==> src/rtl/baud_prescaler.sv <==
// baud_prescaler: UART timing generator driven from the system clock.
// Produces an oversample tick, a baud tick every OVS oversample ticks, a
// 50%-duty baud-rate square wave and the oversample phase index. The divisor
// can be reloaded at runtime through a valid/ready handshake; reloads made
// while running are held until the next bit boundary so no bit is distorted.
// Optional feature macro: FRAC_DIV_EN adds a fractional divisor accumulator.
module baud_prescaler #(
    parameter int DIV_W       = 16,
    parameter int OVS_LOG2    = 4,
    parameter int DEFAULT_DIV = 27,
    parameter int FRAC_W      = 4
) (
    input  logic                fast_clock,
    input  logic                rst,
    input  logic                enable,
    input  logic [DIV_W-1:0]    div_value,
    input  logic [FRAC_W-1:0]   frac_value,
    input  logic                div_valid,
    output logic                div_ready,
    output logic                ovs_tick,
    output logic                baud_tick,
    output logic                slow_clock,
    output logic [OVS_LOG2-1:0] ovs_phase,
    output logic                active
);

    typedef enum logic {
        IDLE = 1'b0,
        RUN  = 1'b1
    } state_t;

    localparam logic [DIV_W-1:0] DEF_DIV = DIV_W'(DEFAULT_DIV);
    localparam logic [DIV_W-1:0] ONE     = {{(DIV_W-1){1'b0}}, 1'b1};

    state_t r_state;
    state_t w_stateNext;

    logic [DIV_W-1:0]    r_div;
    logic [DIV_W-1:0]    r_pendDiv;
    logic [DIV_W-1:0]    r_cnt;
    logic [OVS_LOG2-1:0] r_phase;
    logic                r_pending;
    logic                r_ready;
    logic                r_ovsTick;
    logic                r_baudTick;
    logic                r_slow;

    logic [DIV_W-1:0]    w_divEff;
    logic [DIV_W:0]      w_lastCnt;
    logic [DIV_W-1:0]    w_cntNext;
    logic [OVS_LOG2-1:0] w_phaseNext;
    logic                w_running;
    logic                w_periodEnd;
    logic                w_boundary;
    logic                w_xfer;
    logic                w_commit;
    logic                w_pendingNext;
    logic                w_extra;

`ifdef FRAC_DIV_EN
    logic [FRAC_W-1:0] r_frac;
    logic [FRAC_W-1:0] r_pendFrac;
    logic [FRAC_W-1:0] r_acc;
    logic              r_extra;
    logic [FRAC_W:0]   w_accSum;

    assign w_accSum = {1'b0, r_acc} + {1'b0, r_frac};
    assign w_extra  = r_extra;

    // Fraction accumulator: each carry stretches the following period by one cycle
    always_ff @(posedge fast_clock) begin
        if (rst) begin
            r_frac     <= '0;
            r_pendFrac <= '0;
            r_acc      <= '0;
            r_extra    <= 1'b0;
        end else begin
            if (w_running) begin
                if (w_periodEnd) begin
                    r_acc   <= w_accSum[FRAC_W-1:0];
                    r_extra <= w_accSum[FRAC_W];
                end
            end else begin
                r_acc   <= '0;
                r_extra <= 1'b0;
            end
            if (w_commit) begin
                r_frac <= r_pendFrac;
            end
            if (w_xfer) begin
                if (w_running) begin
                    r_pendFrac <= frac_value;
                end else begin
                    r_frac <= frac_value;
                end
            end
        end
    end
`else
    logic w_unused;

    assign w_extra  = 1'b0;
    assign w_unused = ^frac_value;
`endif

    // Period terminal count, handshake decisions and next counter values
    always_comb begin
        w_divEff      = (r_div == '0) ? ONE : r_div;
        w_lastCnt     = {1'b0, w_divEff} - {1'b0, ONE} + {{DIV_W{1'b0}}, w_extra};
        w_running     = (r_state == RUN) && enable;
        w_periodEnd   = w_running && ({1'b0, r_cnt} == w_lastCnt);
        w_boundary    = w_periodEnd && (&r_phase);
        w_xfer        = div_valid && r_ready;
        w_commit      = r_pending && (w_boundary || !w_running);
        w_pendingNext = (r_pending && !w_commit) || (w_xfer && w_running);
        w_cntNext     = '0;
        w_phaseNext   = '0;
        if (w_running) begin
            if (w_periodEnd) begin
                w_cntNext   = '0;
                w_phaseNext = r_phase + 1'b1;
            end else begin
                w_cntNext   = r_cnt + 1'b1;
                w_phaseNext = r_phase;
            end
        end
    end

    // Next-state logic: enable alone decides between idling and running
    always_comb begin
        w_stateNext = r_state;
        case (r_state)
            IDLE: if (enable) w_stateNext = RUN;
            RUN:  if (!enable) w_stateNext = IDLE;
            default: w_stateNext = IDLE;
        endcase
    end

    // State register
    always_ff @(posedge fast_clock) begin
        if (rst) begin
            r_state <= IDLE;
        end else begin
            r_state <= w_stateNext;
        end
    end

    // Counters, registered outputs and the divisor/pending registers
    always_ff @(posedge fast_clock) begin
        if (rst) begin
            r_div      <= DEF_DIV;
            r_pendDiv  <= '0;
            r_pending  <= 1'b0;
            r_ready    <= 1'b0;
            r_cnt      <= '0;
            r_phase    <= '0;
            r_ovsTick  <= 1'b0;
            r_baudTick <= 1'b0;
            r_slow     <= 1'b0;
        end else begin
            r_cnt      <= w_cntNext;
            r_phase    <= w_phaseNext;
            r_ovsTick  <= w_periodEnd;
            r_baudTick <= w_boundary;
            r_slow     <= (w_stateNext == RUN) && !w_phaseNext[OVS_LOG2-1];
            r_pending  <= w_pendingNext;
            r_ready    <= !w_pendingNext;
            if (w_commit) begin
                r_div <= r_pendDiv;
            end
            if (w_xfer) begin
                if (w_running) begin
                    r_pendDiv <= div_value;
                end else begin
                    r_div <= div_value;
                end
            end
        end
    end

    assign div_ready  = r_ready;
    assign ovs_tick   = r_ovsTick;
    assign baud_tick  = r_baudTick;
    assign slow_clock = r_slow;
    assign ovs_phase  = r_phase;
    assign active     = (r_state == RUN);

endmodule
==> config.mk <==
export PLATFORM = sky130hd
export DESIGN_NAME = baud_prescaler
export DESIGN_NICKNAME = d
export VERILOG_FILES = /design/src/rtl/baud_prescaler.sv
export SDC_FILE = /design/constraint.sdc
export NUM_CORES = 1
export LEC_CHECK = 0
export CAP_MARGIN = 20
export CORE_MARGIN = 1.5
export CORE_UTILIZATION = 51
export DETAILED_ROUTE_END_ITERATION = 10
export PLACE_DENSITY = 0.76
export SYNTH_ARGS = -nofsm -noshare
export SYNTH_HDL_FRONTEND = slang
export SYNTH_SLANG_ARGS = --single-unit
==> constraint.sdc <==
create_clock -name fast_clock -period 3.7 [get_ports fast_clock]
set_input_delay 0.37 -clock fast_clock [delete_from_list [all_inputs] [get_ports fast_clock]]
set_output_delay 0.37 -clock fast_clock [all_outputs]
set_load 0.02 [all_outputs]
## After elaboration in Yosys (flattened, before gate mapping)

Index checks and enable logic that the tools add are counted.

| cells by class | value |
|---|---|
| mux-type cells | 7 |
| eq/ne operators | 1 |
| bitwise logic cells | 1 |
| reductions and logical operators | 19 |
| $add $sub $neg | 3 |

Operators by type and width:

| operator | count |
|---|---|
| 16-bit 2-to-1 mux | 4 |
| 16-bit by 17-bit == test with 1-bit output | 1 |
| 16-bit by 1-bit subtractor with 17-bit output (second input constant) | 1 |
| 16-bit by 1-bit adder with 16-bit output (second input constant) | 1 |
| 16-bit logical NOT | 1 |
| 1-bit logical AND | 8 |
| 4-bit 2-to-1 mux | 2 |
| 4-bit by 1-bit adder with 4-bit output (second input constant) | 1 |
| 1-bit logical NOT | 4 |
| 4-bit AND reduction | 1 |
| 3-bit OR reduction | 1 |
| 1-bit logical OR | 2 |
| 2-bit AND reduction | 1 |
| 2-bit OR reduction | 1 |
| 1-bit 2-to-1 mux | 1 |
| 1-bit NOT | 1 |

| word-level totals | value |
|---|---|
| register bits after elaboration | 58 |
| input port bits | 24 |
| word-level logic and storage cells | 42 |

## Depth between registers and ports, before layout

Gate-level depths: netlist (run 1).

| logic depth | value |
|---|---|
| depth in word-level cells | 12 |
| gate-level depth with buffers | 14 |

## Worst setup path before layout (run 1)

Ideal clock, no wire load.

| timing | value |
|---|---|
| path type | flip-flop to flip-flop |
| start point | register r_div[2] |
| end point | register r_cnt[12] |
| required time | 3.585 ns |
| arrival time | 3.618 ns |
| period minus slack after synthesis | 3.732 ns |
| stages on the path, launching flop included | 15 |
| path buffers | 2 |
| setup time | 0.115 ns |
| setup slack | -0.032 ns |
| cell sequence | dfxtp_1 or4_1 clkbuf_1 nor4_1 nor2_1 ha_1 or3b_2 or4_4 a311oi_2 o21ai_1 or4_1 or4_4 nand3_4 buf_8 nor2_1 |

| on the way | value |
|---|---|
| word-level cells in the longest chain between the ends | 6 |

Ends and longest elaborated chain:

| element | line | text |
|---|---|---|
| start: declaration | 38 | `logic [DIV_W-1:0] r_div;` |
| start signal: assignment | 169 | `r_div <= r_pendDiv;` |
| start signal: assignment | 175 | `r_div <= div_value;` |
| 16-bit logical NOT | 108 | `w_divEff = (r_div == '0) ? ONE : r_div;` |
| 16-bit 2-to-1 mux * | 108 |  |
| 16-bit by 1-bit subtractor with 17-bit output * | 109 | `w_lastCnt = {1'b0, w_divEff} - {1'b0, ONE} + {{DIV_W{1'b0}}, w_extra};` |
| 16-bit by 17-bit == test with 1-bit output * | 111 | `w_periodEnd = w_running && ({1'b0, r_cnt} == w_lastCnt);` |
| 1-bit logical AND * | 111 |  |
| 3-bit OR reduction (no line) * | n/a |  |
| end signal: assignment | 161 | `r_cnt <= w_cntNext;` |
| end: declaration | 40 | `logic [DIV_W-1:0] r_cnt;` |

Every way passes the cells marked *; elsewhere a longest branch is shown, timed or not.
A chain may end at the register's enable or synchronous reset.

## Final worst setup path (run 1)

| timing | value |
|---|---|
| start point | register r_div[8] |
| end point | register r_slow, in the netlist slow_clock |

| on the way | value |
|---|---|
| word-level cells in the longest chain between the ends | 9 |

Ends and longest elaborated chain:

| element | line | text |
|---|---|---|
| 16-bit logical NOT | 108 |  |
| 16-bit 2-to-1 mux * | 108 |  |
| 16-bit by 1-bit subtractor with 17-bit output * | 109 |  |
| 16-bit by 17-bit == test with 1-bit output * | 111 |  |
| 1-bit logical AND * | 111 |  |
| 4-bit 2-to-1 mux * | 119 | `if (w_periodEnd) begin` |
| 4-bit 2-to-1 mux * | 118 | `if (w_running) begin` |
| 1-bit logical NOT * | 165 | `r_slow <= (w_stateNext == RUN) && !w_phaseNext[OVS_LOG2-1];` |
| 1-bit logical AND * | 165 |  |
| end signal: assignment | 165 |  |
| end: declaration | 46 | `logic r_slow;` |

Marks and branches as above.

==> results of run 1 <==
repair_timing:
item,CTS,global route
pin swaps,0,4
hold endpoints to repair,0,0
gates resized for setup,2,8
setup buffers,0,1
setup endpoints to repair,13,41
cloned,0,1
path summary, 6_finish.rpt:
kind                             startpoint                   endpoint  cells after the start
setup / recovery        r_div[8]$_SDFF_PP0_      slow_clock$_SDFF_PP0_                     13
hold / removal    r_pendDiv[8]$_SDFFE_PP0P_  r_pendDiv[8]$_SDFFE_PP0P_                      2
setup reg to reg        r_div[8]$_SDFF_PP0_      slow_clock$_SDFF_PP0_                     13
hold reg to reg   r_pendDiv[8]$_SDFFE_PP0P_  r_pendDiv[8]$_SDFFE_PP0P_                      2
state kept, by name (all words and copies together) (netlist names):
name        flops
ovs_tick        1
ovs_phase       4
baud_tick       1
r_div          16
div_ready       1
r_cnt          16
r_pendDiv      16
slow_clock      1
active          1
r_pending       1
through the flow:
step                      instances   util  worst slack [ns]
after floorplan                 375      -            0.0447
after detailed placement        483  0.600            -0.142
final                           502  0.643            0.0917
after CTS                       499  0.632           -0.0141
after global routing            502  0.643           -0.0483
after global placement          483  0.600           -0.0763
power by group:
part	switching, W	total [W]	internal, W
logic	0.000101	0.000187	0.0000866
registers	0.0000104	0.000651	0.000640
clock network	0.000258	0.000515	0.000257
cell type report:
cell class | instances | area (um^2)
Clock buffer | 11 | 141
Clock inverter | 5 | 30.0
Multi-Input combinational cell | 291 | 1900
Inverter | 7 | 26.3
Timing Repair Buffer | 55 | 483
Fill cell | 511 | 2120
Tap cell | 75 | 93.8
Sequential cell | 58 | 1160
cells in the mapped netlist, drive strengths merged (5+ instances only):
library cell / count
dfxtp: 58
nor2: 47
nand2: 42
a21oi: 22
nand3: 18
nor3: 16
nor4: 16
a211oi: 14
clkbuf: 14
mux2i: 14
xnor2: 13
xor2: 13
or4: 9
inv: 7
nand4: 6
and3: 5
buf: 5
worst reg2reg max path, cell delays in order, from the launching register on:
cell and delay [ns]:
sky130_fd_sc_hd__dfxtp_1 0.32, sky130_fd_sc_hd__or4_4 0.56, sky130_fd_sc_hd__nor4_4 0.30, sky130_fd_sc_hd__nor2_1 0.07, sky130_fd_sc_hd__ha_1 0.21, sky130_fd_sc_hd__buf_4 0.15
sky130_fd_sc_hd__xnor2_4 0.18, sky130_fd_sc_hd__o211ai_1 0.11, sky130_fd_sc_hd__a221oi_1 0.25, sky130_fd_sc_hd__nand4_1 0.21, sky130_fd_sc_hd__nor4_4 0.30, sky130_fd_sc_hd__or4b_1 0.48
sky130_fd_sc_hd__xor2_1 0.17, sky130_fd_sc_hd__o21a_1 0.17
cells by family after synthesis:
logic type	after synthesis	synth area share
adder cells (fa/ha/maj)	3	0.0119
flip-flops	58	0.367
AO/OA/AOI/OAI	63	0.137
buffers and inverters	27	0.0585
AND/OR/NAND/NOR	183	0.306
XOR/XNOR	26	0.0720
multiplexers	15	0.0478
per-layer routing:
metal,wire length [um],vias to the layer above
met5,0,-
met4,138,0
met3,387,15
met2,3510,69
met1,3470,1316
li1,-,1451
==> results.md, run 1 <==
- The data required time at the worst endpoint is 3.94 ns.
- The maximum number of pins on one net before global-route repair is 44.
- The worst-case headroom to the max-slew limit is 0.313.
- The number of antenna violations at the first check in global routing is 0.
- The slew of the pin with the lowest slew margin is approximately 1 ns.
- Summing all placed instances gives a cell area of 3570 um^2.
- IR analysis of the VDD net gives a maximum drop of 254 uV.
- The library cells used most frequently in the layout, excluding fill and tap cells, are 58 x sky130_fd_sc_hd__dfxtp_1, 47 x sky130_fd_sc_hd__nor2_1, 42 x sky130_fd_sc_hd__nand2_1, 28 x sky130_fd_sc_hd__clkdlybuf4s50_1, 27 x sky130_fd_sc_hd__buf_4.
- The share of flip-flops with an asynchronous set or reset after synthesis is 0.
- After clock tree synthesis, the clock-pin slew on the worst setup and hold paths is 0.07 ns.
- Setup violations remaining at the end of the flow were counted as 0.
- The via density per instance is 5.68.
- The most common library cell in the layout ignoring fill and taps is sky130_fd_sc_hd__dfxtp_1.
- The longest clock path from root to sink contains 2 buffers.
- For this run, global-route usage on met3 was measured as 0.0633.
- The post-detailed-route DRC marker count is 0.
- The overall fraction of global-route tracks in use is 0.240.
- In this run the horizontal extent of the chip is 81.8 um.
- In the final layout, the share of cells above drive strength 1 is 0.157.
- The number of distinct library cells after synthesis is 62.
- The count of final max-slew check failures is 0.
- The met2 global-route usage is 0.368.
- The number of nets with antenna violations after routing is 0.
- By area the synthesized netlist is led by sky130_fd_sc_hd__dfxtp_1 37%, sky130_fd_sc_hd__nor2_1 5.6%, sky130_fd_sc_hd__nand2_1 5.0%, sky130_fd_sc_hd__mux2i_1 4.4%, sky130_fd_sc_hd__xnor2_1 3.6%.
- The ratio of total power to cell area is around 350 nW/um^2.
- The number of port buffers is 28.
- The standard cell core area is 5960 um^2.
- The wire length per cell is 14.9 um.
- The number of nets in the final layout is 449.
- The path class of the lowest-slack min-delay path is flop to flop.
- The sum of negative setup slack is 0 ns.
- The number of top-level design ports is 33.
- Of the post-synthesis cell area, the dominant cell type holds 0.367.
- The design area is 3830 um^2.
- The clock network latency to the later pin of the worst-skew pair is 0.34 ns.
- The final number of hold-violating endpoints came to 0.
- The die is 81.8 um tall.
- The largest single stage delay on the critical path is roughly 0.56 ns.
- The highest clock rate is 0.277 GHz.
- The CTS sink count is slightly below 60.
- When the netlist entered floorplanning its net count stood at 402.
- Among all stages on the critical path, the largest delay is contributed by sky130_fd_sc_hd__or4_4.
- The total CTS buffers is 9.
- After global routing the overflow that remains totals 0.
- STA puts the critical path data arrival time at 3.85 ns.
- From synthesis to final layout, the design area changed by 21.1%.
- TritonCTS built the clock tree.
- The synthesized netlist occupies a cell area of 3160 um^2.
- In this run, synthesis produced a sequential element count of 58.
- The cell that appears most often on the critical path is sky130_fd_sc_hd__nor4_4.
- The capturing element type of the critical path is a flop.
- The fraction of the cycle the final worst path needs is 0.975.
- Setup repair after global routing could not meet its margin everywhere.
- Of the synthesized area, sequential elements account for 0.367.
- The routed layout has 2,851 vias.
- The run finished with clean final reports.
- The HPWL after detailed placement is 5260 um.
- In this run, the number of DRC markers left after iteration 0 of detailed routing was 189.
- Traced cell by cell, the critical path runs through or4_4 > nor4_4 > nor2_1 > ha_1 > buf_4 > xnor2_4 > o211ai_1 > a221oi_1 > nand4_1 > nor4_4 > or4b_1 > xor2_1 > o21a_1.
- Hold is met by 0.453 ns.
- The synthesized design contains 0 enable-type register cells.
- The die covers 6690 um^2.
- The leakage power is 1.37 nW.
- At the end of routability-driven placement, the weighted congestion stood at about 0.9.
- The met1 demand-to-capacity share in global routing is 0.325.
- The effective utilization at floorplan is 0.531.
- The most used routing layer in global routing is met2.
- In this run the worst path has a maximum fanout of 3.
- The initialized floorplan defines 28 standard-cell rows.
- Hold repair after CTS inserted 0 buffers.
- The max-capacitance violation count is 0.
- The type of the setup path with the least slack is flop to flop.
- Counting both buffers and inverters, the worst setup path holds a total of 1.
- For this run, the leading register cell type out of synthesis is sky130_fd_sc_hd__dfxtp_1.
- The library cell with the largest summed area after synthesis is sky130_fd_sc_hd__dfxtp_1.
- The number of global-route vias before repair is 2,601.
- The Yosys step of the flow raised 0 warnings.
- The count of antenna diodes in the layout is 0.
- The routed design has 7500 um of wire.
- The completed layout was analyzed and its total power is 0.00135 W.
- The first global-routing pass estimated 12,200 um of wire.
- STA classifies the critical path startpoint as a flop.
- The post-synthesis instance total is between 300 and 400.
- For this run, the detailed router's first-pass iteration total came to 4.
- Between clock sinks in the finished design, the worst skew comes to around 0.0057 ns.
- On the critical path the largest part of the delay comes from simple AND/OR/NAND/NOR gates.
- The tree is rooted in a sky130_fd_sc_hd__clkbuf_8.
- The setup check on the worst reg-to-reg path leaves a slack of just over 0.09 ns.
- The average instance area after synthesis is 8.44 um^2.
- The H-tree level count is 3.
- The clock period could shrink to 3.61 ns.
Note: power is estimated with default switching activity, not from simulation.
==> inputs of run 2 (changes only) <==
- GPL_TIMING_DRIVEN: not set -> 1
- MAX_ROUTING_LAYER: not set -> met4
==> run 2 against run 1 <==
Compared with the run above:
- sequential power about the same
- first-iteration DRC count down 25%
- power about the same
- non-clock buffer count up 2
- worst setup slack better by 0.066 ns
- final area up 1.0%
- maximum frequency up 1.9%
- register-to-register slack better by 0.07 ns
- critical path depth unchanged
- sequential share of layout area down 0.31 points
- clock power about the same
- die area unchanged
- critical endpoint unchanged
- largest cell class unchanged
- highest routed layer unchanged
==> results.md, run 2 (synthesis gave the netlist of run 1 again) <==
- The width of the die was 81.8 um (unchanged).
- The fraction of layout instances using a drive strength above 1 is 0.175 (was 0.157).
- The endpoint arrival time on the critical path is 3.78 ns (was 3.85 ns).
- The time the final worst path needs with I/O delays and setup is 3.54 ns (was 3.61 ns).
- The H-tree level count is 3 (unchanged).
- The minimum setup slack among reg-to-reg paths came to 0.16 ns (was 0.09 ns).
- The final-report setup violation count is 0 (unchanged).
- The TritonCTS clock tree is done (unchanged).
- The overall overflow remaining after global route is 0 (unchanged).
- The number of setup buffers added after CTS came to 0 (unchanged).
- The cts-stage hold buffer count is 0 (unchanged).
- The cell type of the slowest stage on the worst timing path is sky130_fd_sc_hd__or4_4 (unchanged).
- The count of final max-slew check failures is 0 (unchanged).
- The number of port buffers came to 28 (unchanged).
- The worst IR drop on VDD is 249 uV (was 254 uV).
- The number of global-route vias before repair is 2,668 (was 2,601).
- The type of the setup path with the least slack is flop to flop (unchanged).
- The final estimated routing congestion in global placement came to 0.896 (was 0.901).
- The worst-case headroom to the max-slew limit is 0.316 (was 0.313).
- The slew of the pin with the lowest slew margin came to 1.02 ns (was 1.03 ns).
- The area added between synthesis and finish is 22.3% (was 21.1%).
- The fraction of the cycle the final worst path needs is 0.957 (was 0.975).
- The capture point of the worst reg-to-reg path was slow_clock$_SDFF_PP0_ (unchanged).
- Cell-by-cell listing of the critical path: or4_4 > nor4_4 > nor2_1 > ha_2 > or3b_4 > buf_4 > o21ai_2 > a211oi_2 > o22ai_2 > nor4_2 > or4b_4 > xor2_1 > o21a_1 (was or4_4 > nor4_4 > nor2_1 > ha_1 > buf_4 > xnor2_4 > o211ai_1 > a221oi_1 > nand4_1 > nor4_4 > or4b_1 > xor2_1 > o21a_1).
- The capturing element type of the critical path is a flop (unchanged).
- The first-pass GRT wire length is 12,300 um (was 12,200 um).
- The number of fill cells in the layout is 526 (was 511).
- The data required time at the worst endpoint was 3.94 ns (about the same).
- The maximum fanout along the worst path was 3 (unchanged).
- The total wire length after detailed routing is 7420 um (was 7500 um).
- The total CTS buffers is 9 (unchanged).
- The design area came to 3870 um^2 (was 3830 um^2).
- The maximum number of pins on one net before global-route repair is 44 (unchanged).
- Unrepaired setup endpoints after global routing: true (unchanged).
- The violation count after the first detailed-routing iteration was 142 (was 189).
- The effective utilization at floorplan was 0.531 (unchanged).
- The overall die height was 81.8 um (unchanged).
- The element type at the critical path start was a flop (unchanged).
- The clock network latency to the later pin of the worst-skew pair came to 0.35 ns (was 0.34 ns).
- The launching element of the worst setup path was r_div[8]$_SDFF_PP0_ (unchanged).
- The overall die area is 6690 um^2 (unchanged).
- The CTS sink count is 58 (unchanged).
- The placed wire-length estimate is 5210 um (was 5260 um).
- The ratio of total power to cell area is 350 nW/um^2 (was 353 nW/um^2).
- The clock root buffer is sky130_fd_sc_hd__clkbuf_8 (unchanged).
- The total cell area at the placement stage is 3600 um^2 (was 3570 um^2).
- The count of antenna diodes in the layout is 0 (unchanged).
- The buffer depth of the longest clock path is 2 (unchanged).
- The number of nets in the final layout is 451 (was 449).
- The final number of hold-violating endpoints is 0 (unchanged).
- The number of top-level design ports was 33 (unchanged).
- The clock skew after layout was 0.00918 ns (was 0.00571 ns).
- The leakage power is 1.38 nW (was 1.37 nW).
- The most common library cell in the layout ignoring fill and taps is sky130_fd_sc_hd__dfxtp_1 (unchanged).
- The number of vias after detailed routing is 2,838 (was 2,851).
- The post-detailed-route DRC marker count is 0 (unchanged).
- Largest registers: r_cnt (16), r_div (16), r_pendDiv (16) (unchanged).
- The number of nets with antenna violations after routing came to 0 (unchanged).
- The worst hold path startpoint was r_pendDiv[7]$_SDFFE_PP0P_ (was r_pendDiv[8]$_SDFFE_PP0P_).
- The sum of negative setup slack is 0 ns (unchanged).
- The highest clock rate is 0.282 GHz (was 0.277 GHz).
- The via density per instance is 5.64 (was 5.68).
- The overall fraction of global-route tracks in use is 0.251 (was 0.240).
- The standard cell core area is 5960 um^2 (unchanged).
- The wire length per cell is 14.7 um (was 14.9 um).
- The path class of the lowest-slack min-delay path is flop to flop (unchanged).
- The number of cells on the worst reg-to-reg path is 13 (unchanged).
- The worst stage delay on the critical path was 0.56 ns (about the same).
- The cell row count is 28 (unchanged).
- Highest-count cells in the layout ignoring fill and taps: 58 x sky130_fd_sc_hd__dfxtp_1, 47 x sky130_fd_sc_hd__nor2_1, 42 x sky130_fd_sc_hd__nand2_1, 28 x sky130_fd_sc_hd__clkdlybuf4s50_1, 28 x sky130_fd_sc_hd__buf_4 (was 58 x sky130_fd_sc_hd__dfxtp_1, 47 x sky130_fd_sc_hd__nor2_1, 42 x sky130_fd_sc_hd__nand2_1, 28 x sky130_fd_sc_hd__clkdlybuf4s50_1, 27 x sky130_fd_sc_hd__buf_4).
- The worst setup path endpoint was slow_clock$_SDFF_PP0_ (unchanged).
- The clock slew at the register clock pins of the worst setup and hold paths came to 0.06 ns (was 0.07 ns).
- The max-capacitance violation count came to 0 (unchanged).
- The number of detailed-route iterations in the first pass is 5 (was 4).
- The number of antenna violations at the first check in global routing is 0 (unchanged).
- The startpoint of the lowest-slack register-to-register path was r_div[8]$_SDFF_PP0_ (unchanged).
- Outcome: complete, no violations (unchanged).
-- run 2: cell count changes in the layout (fill, tap and decap cells not counted), moves of 2 or more --
cell / previous run / this run
sky130_fd_sc_hd__nor4_2: 1 / 4
sky130_fd_sc_hd__a211oi_1: 14 / 12
sky130_fd_sc_hd__a211oi_2: 0 / 2
sky130_fd_sc_hd__clkinvlp_4: 2 / 0
sky130_fd_sc_hd__nor4_1: 12 / 10
sky130_fd_sc_hd__o21ai_0: 2 / 0
-- run 2: final cells by class --
class                      count  area [um^2]  area share
multi-input combinational    291         1910       0.495
timing repair buffer          57          505       0.131
tap                           75         93.8      0.0242
clock inverter                 3         15.0     0.00388
sequential                    58         1160       0.300
inverter                       7         26.3     0.00679
clock buffer                  12          155      0.0401
-- run 2: power by group --
part           leakage [nW]  switching [W]  internal (W)
Sequential            0.471      0.0000104      0.000641
Clock                0.0920       0.000244      0.000272
Combinational         0.821      0.0000999     0.0000863
Total                  1.38       0.000354      0.000999
-- run 2: worst min path at each step --
stage / end / slack, ns / depth (start not counted)
2_1_floorplan: r_pendDiv[10]$_SDFFE_PP0P_ / 0.44 / 2
3_3_place_gp: r_pendDiv[15]$_SDFFE_PP0P_ / 0.44 / 2
3_5_place_dp: r_pendDiv[10]$_SDFFE_PP0P_ / 0.45 / 2
4_1_cts: r_pendDiv[14]$_SDFFE_PP0P_ / 0.46 / 2
5_1_grt: r_pendDiv[14]$_SDFFE_PP0P_ / 0.47 / 2
6_report: r_pendDiv[7]$_SDFFE_PP0P_ / 0.45 / 2
-- run 2: worst max-delay path, delay by kind of cell (launching register included) --
kind | cells | cell delay [ns]
adder cells (fa/ha/maj) | 1 | 0.19
flip-flops | 1 | 0.31
AO/OA/AOI/OAI | 4 | 0.63
AND/OR/NAND/NOR | 6 | 2.01
XOR/XNOR | 1 | 0.17
buffers and inverters | 1 | 0.12
-- run 2: metrics by stage --
| step | hold WS, ns | setup WS, ns | util | cells | total power, W |
|---|---|---|---|---|---|
| floorplan | 0.436 | 0.0447 | - | 375 | 0.000773 |
| global placement | 0.442 | 0.0725 | 0.604 | 486 | 0.000834 |
| detailed placement | 0.449 | 0.000626 | 0.604 | 486 | 0.000838 |
| CTS | 0.458 | 0.00935 | 0.638 | 502 | 0.00135 |
| global route | 0.468 | -0.0162 | 0.650 | 503 | 0.00141 |
| finish | 0.454 | 0.158 | 0.650 | 503 | 0.00135 |
-- run 2: metal layers --
layer | wire length, um | up-vias | GRT usage
li1 | - | 1455 | -
met1 | 3560 | 1313 | 0.319
met2 | 3380 | 54 | 0.380
met3 | 272 | 16 | 0.0444
met4 | 204 | 0 | 0.127
met5 | 0 | - | -
-- run 2: timing repair --
item                       4_1_cts  5_1_grt
gates cloned                     1        0
pin swaps                        0        8
gates resized for setup          4       15
setup endpoints to repair       17       40
